File: src/rtl/shift_sequencer.sv
// shift_sequencer
// Multi-cycle shifter for the single-cycle core: performs SLL/SRL/SRA/ROR
// one bit per clock and stalls PC/writeback until the result is ready.
//
// Ports
//   clk     rising-edge clock
//   rst     synchronous active-high reset
//   start   request a shift (sampled only in IDLE)
//   op      00 SLL, 01 SRL, 10 SRA, 11 ROR
//   src     operand, captured with an accepted start
//   shamt   shift count, captured with an accepted start
//   result  shifted value (registered, held after done)
//   done    one-cycle pulse, result valid
//   busy    sequencer not idle
//   stall   freeze PC/writeback
//
// state   | meaning
// --------+--------------------------------------------------------------
// S_IDLE  | waiting for start; operand/count/op captured on accept
// S_SHIFT | one 1-bit step per clock until the count runs out
// S_DONE  | result valid, done pulses; always returns to S_IDLE

module shift_sequencer #(
    parameter int WIDTH = 32,
    parameter int SHW   = 5
) (
    input  logic             clk,
    input  logic             rst,
    input  logic             start,
    input  logic [1:0]       op,
    input  logic [WIDTH-1:0] src,
    input  logic [SHW-1:0]   shamt,
    output logic [WIDTH-1:0] result,
    output logic             done,
    output logic             busy,
    output logic             stall
);

    typedef enum logic [1:0] {
        S_IDLE  = 2'd0,
        S_SHIFT = 2'd1,
        S_DONE  = 2'd2
    } state_t;

    state_t           state_q, state_d;
    logic [WIDTH-1:0] acc_q, acc_d;
    logic [SHW-1:0]   cnt_q, cnt_d;
    logic [1:0]       op_q, op_d;

    always_ff @(posedge clk) begin
        if (rst) begin
            state_q <= S_IDLE;
            acc_q   <= '0;
            cnt_q   <= '0;
            op_q    <= 2'b00;
        end else begin
            state_q <= state_d;
            acc_q   <= acc_d;
            cnt_q   <= cnt_d;
            op_q    <= op_d;
        end
    end

    always_comb begin
        state_d = state_q;
        acc_d   = acc_q;
        cnt_d   = cnt_q;
        op_d    = op_q;

        case (state_q)
            S_IDLE: begin
                if (start) begin
                    acc_d   = src;
                    cnt_d   = shamt;
                    op_d    = op;
                    // A zero count skips SHIFT so done follows the start cycle.
                    state_d = (shamt != '0) ? S_SHIFT : S_DONE;
                end
            end
            S_SHIFT: begin
                case (op_q)
                    2'b00:   acc_d = {acc_q[WIDTH-2:0], 1'b0};
                    2'b01:   acc_d = {1'b0, acc_q[WIDTH-1:1]};
                    2'b10:   acc_d = {acc_q[WIDTH-1], acc_q[WIDTH-1:1]};
                    default: acc_d = {acc_q[0], acc_q[WIDTH-1:1]};
                endcase
                cnt_d = cnt_q - 1'b1;
                if (cnt_q == SHW'(1)) begin
                    state_d = S_DONE;
                end
            end
            S_DONE: begin
                // start is ignored here; the requester keeps it held.
                state_d = S_IDLE;
            end
            default: begin
                state_d = S_IDLE;
            end
        endcase
    end

    assign result = acc_q;
    assign done   = (state_q == S_DONE);
    assign busy   = (state_q != S_IDLE);
    // Low in DONE so the instruction retires in that cycle.
    assign stall  = (start && (state_q == S_IDLE)) || (state_q == S_SHIFT);

endmodule
File: config.mk
export PLATFORM = sky130hd
export DESIGN_NAME = shift_sequencer
export DESIGN_NICKNAME = d
export VERILOG_FILES = /design/src/rtl/shift_sequencer.sv
export SDC_FILE = /design/constraint.sdc
export NUM_CORES = 1
export LEC_CHECK = 0
export CAP_MARGIN = 20
export CORE_UTILIZATION = 51
export CTS_BUF_LIST = sky130_fd_sc_hd__clkbuf_16
export CTS_CLUSTER_SIZE = 25
export DETAILED_ROUTE_END_ITERATION = 6
export PLACE_DENSITY = 0.87
export SLEW_MARGIN = 10
export SYNTH_ARGS = -nofsm -noshare
export SYNTH_HDL_FRONTEND = slang
export SYNTH_SLANG_ARGS = --single-unit
File: constraint.sdc
create_clock -name clk -period 2.9 [get_ports clk]
set_clock_uncertainty 0.15 [all_clocks]
set_input_delay 0.58 -clock clk [delete_from_list [all_inputs] [get_ports clk]]
set_output_delay 0.58 -clock clk [all_outputs]
set_load 0.005 [all_outputs]
==> results of run 1 <==
## routing by layer
layer | global-route usage [%] | up-vias
met5 | 0 | -
met1 | 31.4 | 1201
li1 | - | 1196
met4 | 8.06 | 0
met2 | 39.4 | 86
met3 | 4.83 | 4
## cell usage in the layout (no fill, tap or decap), types with 3 or more instances in the layout
cell	n
a21oi_1	8
buf_4	4
clkbuf_16	5
clkdlybuf4s50_1	76
clkinv_2	3
dfxtp_1	39
inv_1	33
nand2_1	8
nand3b_1	3
nor2_1	33
nor3_1	3
nor3b_1	3
o211ai_1	3
o21ai_0	33
o311a_1	31
o32ai_2	28
## through the flow
step / hold WS [ps] / std cells / utilization (%) / area (µm²) / power, W
after global routing: 328 / 414 / 72.1 / 3450 / 0.00215
after detailed placement: 306 / 406 / 69.1 / 3310 / 0.00152
after floorplan: 283 / 288 / - / 2580 / 0.00124
after global placement: 314 / 406 / 69.1 / 3310 / 0.00150
final: 323 / 414 / 72.1 / 3450 / 0.00206
after CTS: 323 / 414 / 72.1 / 3450 / 0.00206
## worst max-delay path: stages
cell and delay (ps):
clkdlybuf4s50_1 450, o21bai_2 270, clkinv_2 180, clkdlybuf4s50_1 490
## registers in the layout, summed over array words and instances (netlist names)
register	cells
op_q	2
state_q	2
cnt_q	5
result	32
## kinds of logic after synthesis
family | synth area share, %
AO/OA/AOI/OAI | 43.1
adder cells (fa/ha/maj) | 0.969
buffers and inverters | 12.1
flip-flops | 31.8
AND/OR/NAND/NOR | 12.0
## worst max path at each step
stage	slack, ps	startpoint	end
floorplan	1240	start	stall
global placement	250	start	stall
detailed placement	210	start	stall
CTS	200	start	stall
global route	160	start	stall
finish	210	start	stall
## cell type report
type / count / area share, %
clock buffer: 5 / 3.63
clock inverter: 3 / 0.508
inverter: 35 / 3.85
multi-input combinational: 182 / 42.2
sequential: 41 / 23.9
tap: 67 / 2.43
timing repair buffer: 81 / 23.5
## power by group
part	internal, W	switching, W	leakage (nW)	total, W
Combinational	0.000414	0.000329	0.828	0.000743
Clock	0.000315	0.000220	0.0696	0.000535
Sequential	0.000657	0.000121	0.340	0.000777
Total	0.00139	0.000669	1.24	0.00206
==> results.json, run 1 <==
{
  "numClockSinks": 41,
  "start_util_pct": 53.9,
  "rr_worst_depth": 4,
  "diodes": 0,
  "syn_to_final_growth_pct": 33.6,
  "synthesis.nets": 332,
  "synth_top_area_cell": "dfxtp_1",
  "dieArea_um2": 5350,
  "cts_buffers": 5,
  "whs_endpoint": "cnt_q[4]",
  "grt_max_degree": 66,
  "via_per_inst": 6.01,
  "ys_async_sr_fraction_pct": 0,
  "synth_flop_cell": "dfxtp_1",
  "r2r_end": "result[6]",
  "grt_pass1_vias": 2255,
  "arrival_ps": 1960,
  "worstSetupStartpointType": "primary input",
  "layout-drive-gt1-share_pct": 14.4,
  "multi_input_area_um2": 1460,
  "syn-cell-area_um2": 2580,
  "port_buffers": 76,
  "top_layer": "met4",
  "worstSetupEndpointType": "primary output",
  "critical_path.max_fanout": 5,
  "ir_drop_mv": 0.498,
  "synthTopCellsByArea": "dfxtp_1 (32%), o32ai_2 (18%), o311a_1 (12%), o21ai_0 (6.4%), inv_1 (4.8%)",
  "power.density_nw_per_um2": 596,
  "grt_util_all_layers_pct": 24.0,
  "synth_cell_type_count": 40,
  "cts_root_buf": "clkbuf_16",
  "rsz0062_at_grt": "false",
  "hp-start": "cnt_q[4]",
  "routed_wl_um": 6550,
  "post-route-period-util_pct": 92.9,
  "chipHeight_um": 73.1,
  "wl_met3_um": 348,
  "r2r-start": "state_q[1]",
  "cap_violations": 0,
  "p_leak_nw": 1.24,
  "final_antenna_net_count": 0,
  "period_needed_ps": 2690,
  "hold_depth": 1,
  "grt_pass1_wl_um": 10200,
  "hold_class": "register to register",
  "netlist_instances": 288,
  "outcome": "completed",
  "slew_headroom_pct": 31.8,
  "cts_hold_buf": 0,
  "fin_ws_ps": 205,
  "slew_violations": 0,
  "cp_data_required_time_ps": 2170,
  "drt-met1-wl_um": 2980,
  "first_iter_violations": 166,
  "synth_warnings": 0,
  "netlist.area_leader.share_pct": 31.8,
  "post-route-drc-count": 0,
  "chipWidth_um": 73.1,
  "worst_pin_slew_ps": 1020,
  "yosysMostFrequentCell": "dfxtp_1",
  "clock.fmax_mhz": 371,
  "clkTransAtPathRegs_ps": 60,
  "post_cts_buffers": 0,
  "clkLatencyLatePin_ps": 280,
  "cts_tree": "done",
  "yosys_register_bits": 41,
  "finalSetupViolCount": 0,
  "grt_antenna_before_repair": 0,
  "pin_count": 77,
  "grt-ovfl-total": 0,
  "regArea_um2": 823,
  "nNetsFinal": 390,
  "avgSynthCellArea_um2": 8.96,
  "crit_type": "primary input to primary output",
  "first_pass_iters": 4,
  "core_um2": 4790,
  "r2r_slack_ps": 850,
  "synth_common_cells": "dfxtp_1 (41), inv_1 (33), nor2_1 (33), o21ai_0 (33), o311a_1 (31)",
  "wl_met2_um": 3180,
  "synth-seq-area-share_pct": 31.8,
  "wl_per_cell_um": 15.8,
  "synth-edff-count": 0,
  "vias": 2487,
  "place_congestion": 0.874,
  "dp_slack_ps": 215,
  "placementRows": 25,
  "fin_setup_tns_ps": 0,
  "h-tree-depth": 2,
  "dp.final_hpwl_um": 4290,
  "fillers": 384,
  "hold_viol": 0,
  "post_cts_resized": 0,
  "clk_path_buf_depth": 2
}
Note: power is estimated with default switching activity, not from simulation.
==> inputs of run 2 (changes only) <==
Clock period 2.9 ns to 3.3 ns, I/O delays scaled along.
==> results.json, run 2 (same netlist as run 1, synthesis figures left out) <==
{
  "grt_pass1_wl_um": 10400,
  "arrival_ps": 2150,
  "grt-ovfl-total": 0,
  "h-tree-depth": 2,
  "first_iter_violations": 226,
  "cp_slowest_cell": "clkdlybuf4s50_1",
  "chipHeight_um": 73.1,
  "pin_count": 77,
  "swShare_pct": 30.7,
  "switchingPower_w": 0.000573,
  "clk_path_buf_depth": 2,
  "power.density_nw_per_um2": 540,
  "first_pass_iters": 4,
  "grt_util_all_layers_pct": 24.6,
  "fin_ws_ps": 344,
  "slew_headroom_pct": 31.8,
  "diodes": 0,
  "ir_drop_mv": 0.324,
  "post_cts_buffers": 0,
  "clock.fmax_mhz": 338,
  "clkLatencyLatePin_ps": 280,
  "multi_input_area_um2": 1460,
  "start_util_pct": 53.9,
  "seqPwrFrac_pct": 36.5,
  "cts_root_buf": "clkbuf_16",
  "cts_hold_buf": 0,
  "cap_violations": 0,
  "wl_per_cell_um": 15.2,
  "rsz0062_at_grt": "false",
  "crit_type": "primary input to primary output",
  "p_clk_share_pct": 28.8,
  "routed_wl_um": 6250,
  "grt_antenna_before_repair": 0,
  "critical_path.max_fanout": 8,
  "place_congestion": 0.873,
  "hold_class": "register to register",
  "fillers": 391,
  "final_cell_mix": "clkdlybuf4s50_1 (76), dfxtp_1 (39), inv_1 (33), o21ai_0 (33), nor2_1 (33)",
  "placementRows": 25,
  "via_per_inst": 5.93,
  "period_needed_ps": 2960,
  "cts_tree": "done",
  "final_antenna_net_count": 0,
  "clkTransAtPathRegs_ps": 60,
  "cts_buffers": 5,
  "slew_violations": 0,
  "vias": 2439,
  "numClockSinks": 41,
  "dp.final_hpwl_um": 4030,
  "crit_chain": "clkdlybuf4s50_1 -> o21bai_2 -> clkinv_2 -> clkdlybuf4s50_1",
  "combPwrFrac_pct": 34.7,
  "finalSetupViolCount": 0,
  "regArea_um2": 823,
  "worstSetupStartpointType": "primary input",
  "grt_max_degree": 66,
  "layout-drive-gt1-share_pct": 13.7,
  "dieArea_um2": 5350,
  "post-route-period-util_pct": 89.6,
  "max_stage_delay_ps": 540,
  "final_common_cell": "clkdlybuf4s50_1",
  "critPathBufInv": 3,
  "grt_pass1_vias": 2242,
  "chipWidth_um": 73.1,
  "p_int_w": 0.00129,
  "hold_viol": 0,
  "syn_to_final_growth_pct": 33.7,
  "largest_register_ffs": 32,
  "p_leak_nw": 1.24,
  "crit_family": "buffers and inverters",
  "cp_common_cell": "clkdlybuf4s50_1",
  "post_cts_resized": 0,
  "cp_data_required_time_ps": 2490,
  "worstSetupEndpointType": "primary output",
  "core_um2": 4790,
  "outcome": "completed",
  "nNetsFinal": 388,
  "worst_pin_slew_ps": 1020,
  "port_buffers": 76,
  "dp_slack_ps": 397,
  "post-route-drc-count": 0,
  "fin_setup_tns_ps": 0
}
-- run 2: metal layers --
layer	global-route usage (%)	vias up	part of all wire [%]
met1	34.4	1148	46
met3	3.73	8	6.1
li1	-	1191	-
met4	8.93	0	0.85
met5	0	-	0
met2	38.4	92	47
-- run 2: final timing paths --
kind         startpoint         to  slack, ps  depth (start not counted)
max               start      stall        340                          4
min            cnt_q[4]   cnt_q[4]        330                          1
max reg2reg  state_q[0]  result[7]       1190                          4
min reg2reg    cnt_q[4]   cnt_q[4]        330                          1
-- run 2: final cells by class --
class                   count  share of cell area [%]
multi-input cells         182                    42.2
flip-flops and latches     41                    23.9
repair buffers             79                    23.1
inverters                  35                    3.84
clock buffers               5                    3.63
well taps                  67                    2.43
clock inverters             2                    1.02
-- run 2: power groups by stage --
stage	clock, W	combinational (W)	sequential, W
after floorplan	0	0.000443	0.000643
after CTS	0.000547	0.000648	0.000678
after detailed placement	0	0.000644	0.000688
after global placement	0	0.000632	0.000686
after global routing	0.000567	0.000701	0.000696
final	0.000537	0.000646	0.000681
-- run 2: per-stage QoR --
stage          cells  hold slack [ps]  power, W  util, %  area, µm²
6_report         411              331   0.00186     72.1       3450
5_1_grt          411              345   0.00196     72.1       3450
4_1_cts          411              327   0.00187     72.1       3450
3_5_place_dp     404              314   0.00133     68.8       3290
3_3_place_gp     404              299   0.00132     68.8       3290
2_1_floorplan    288              283   0.00109        -       2580
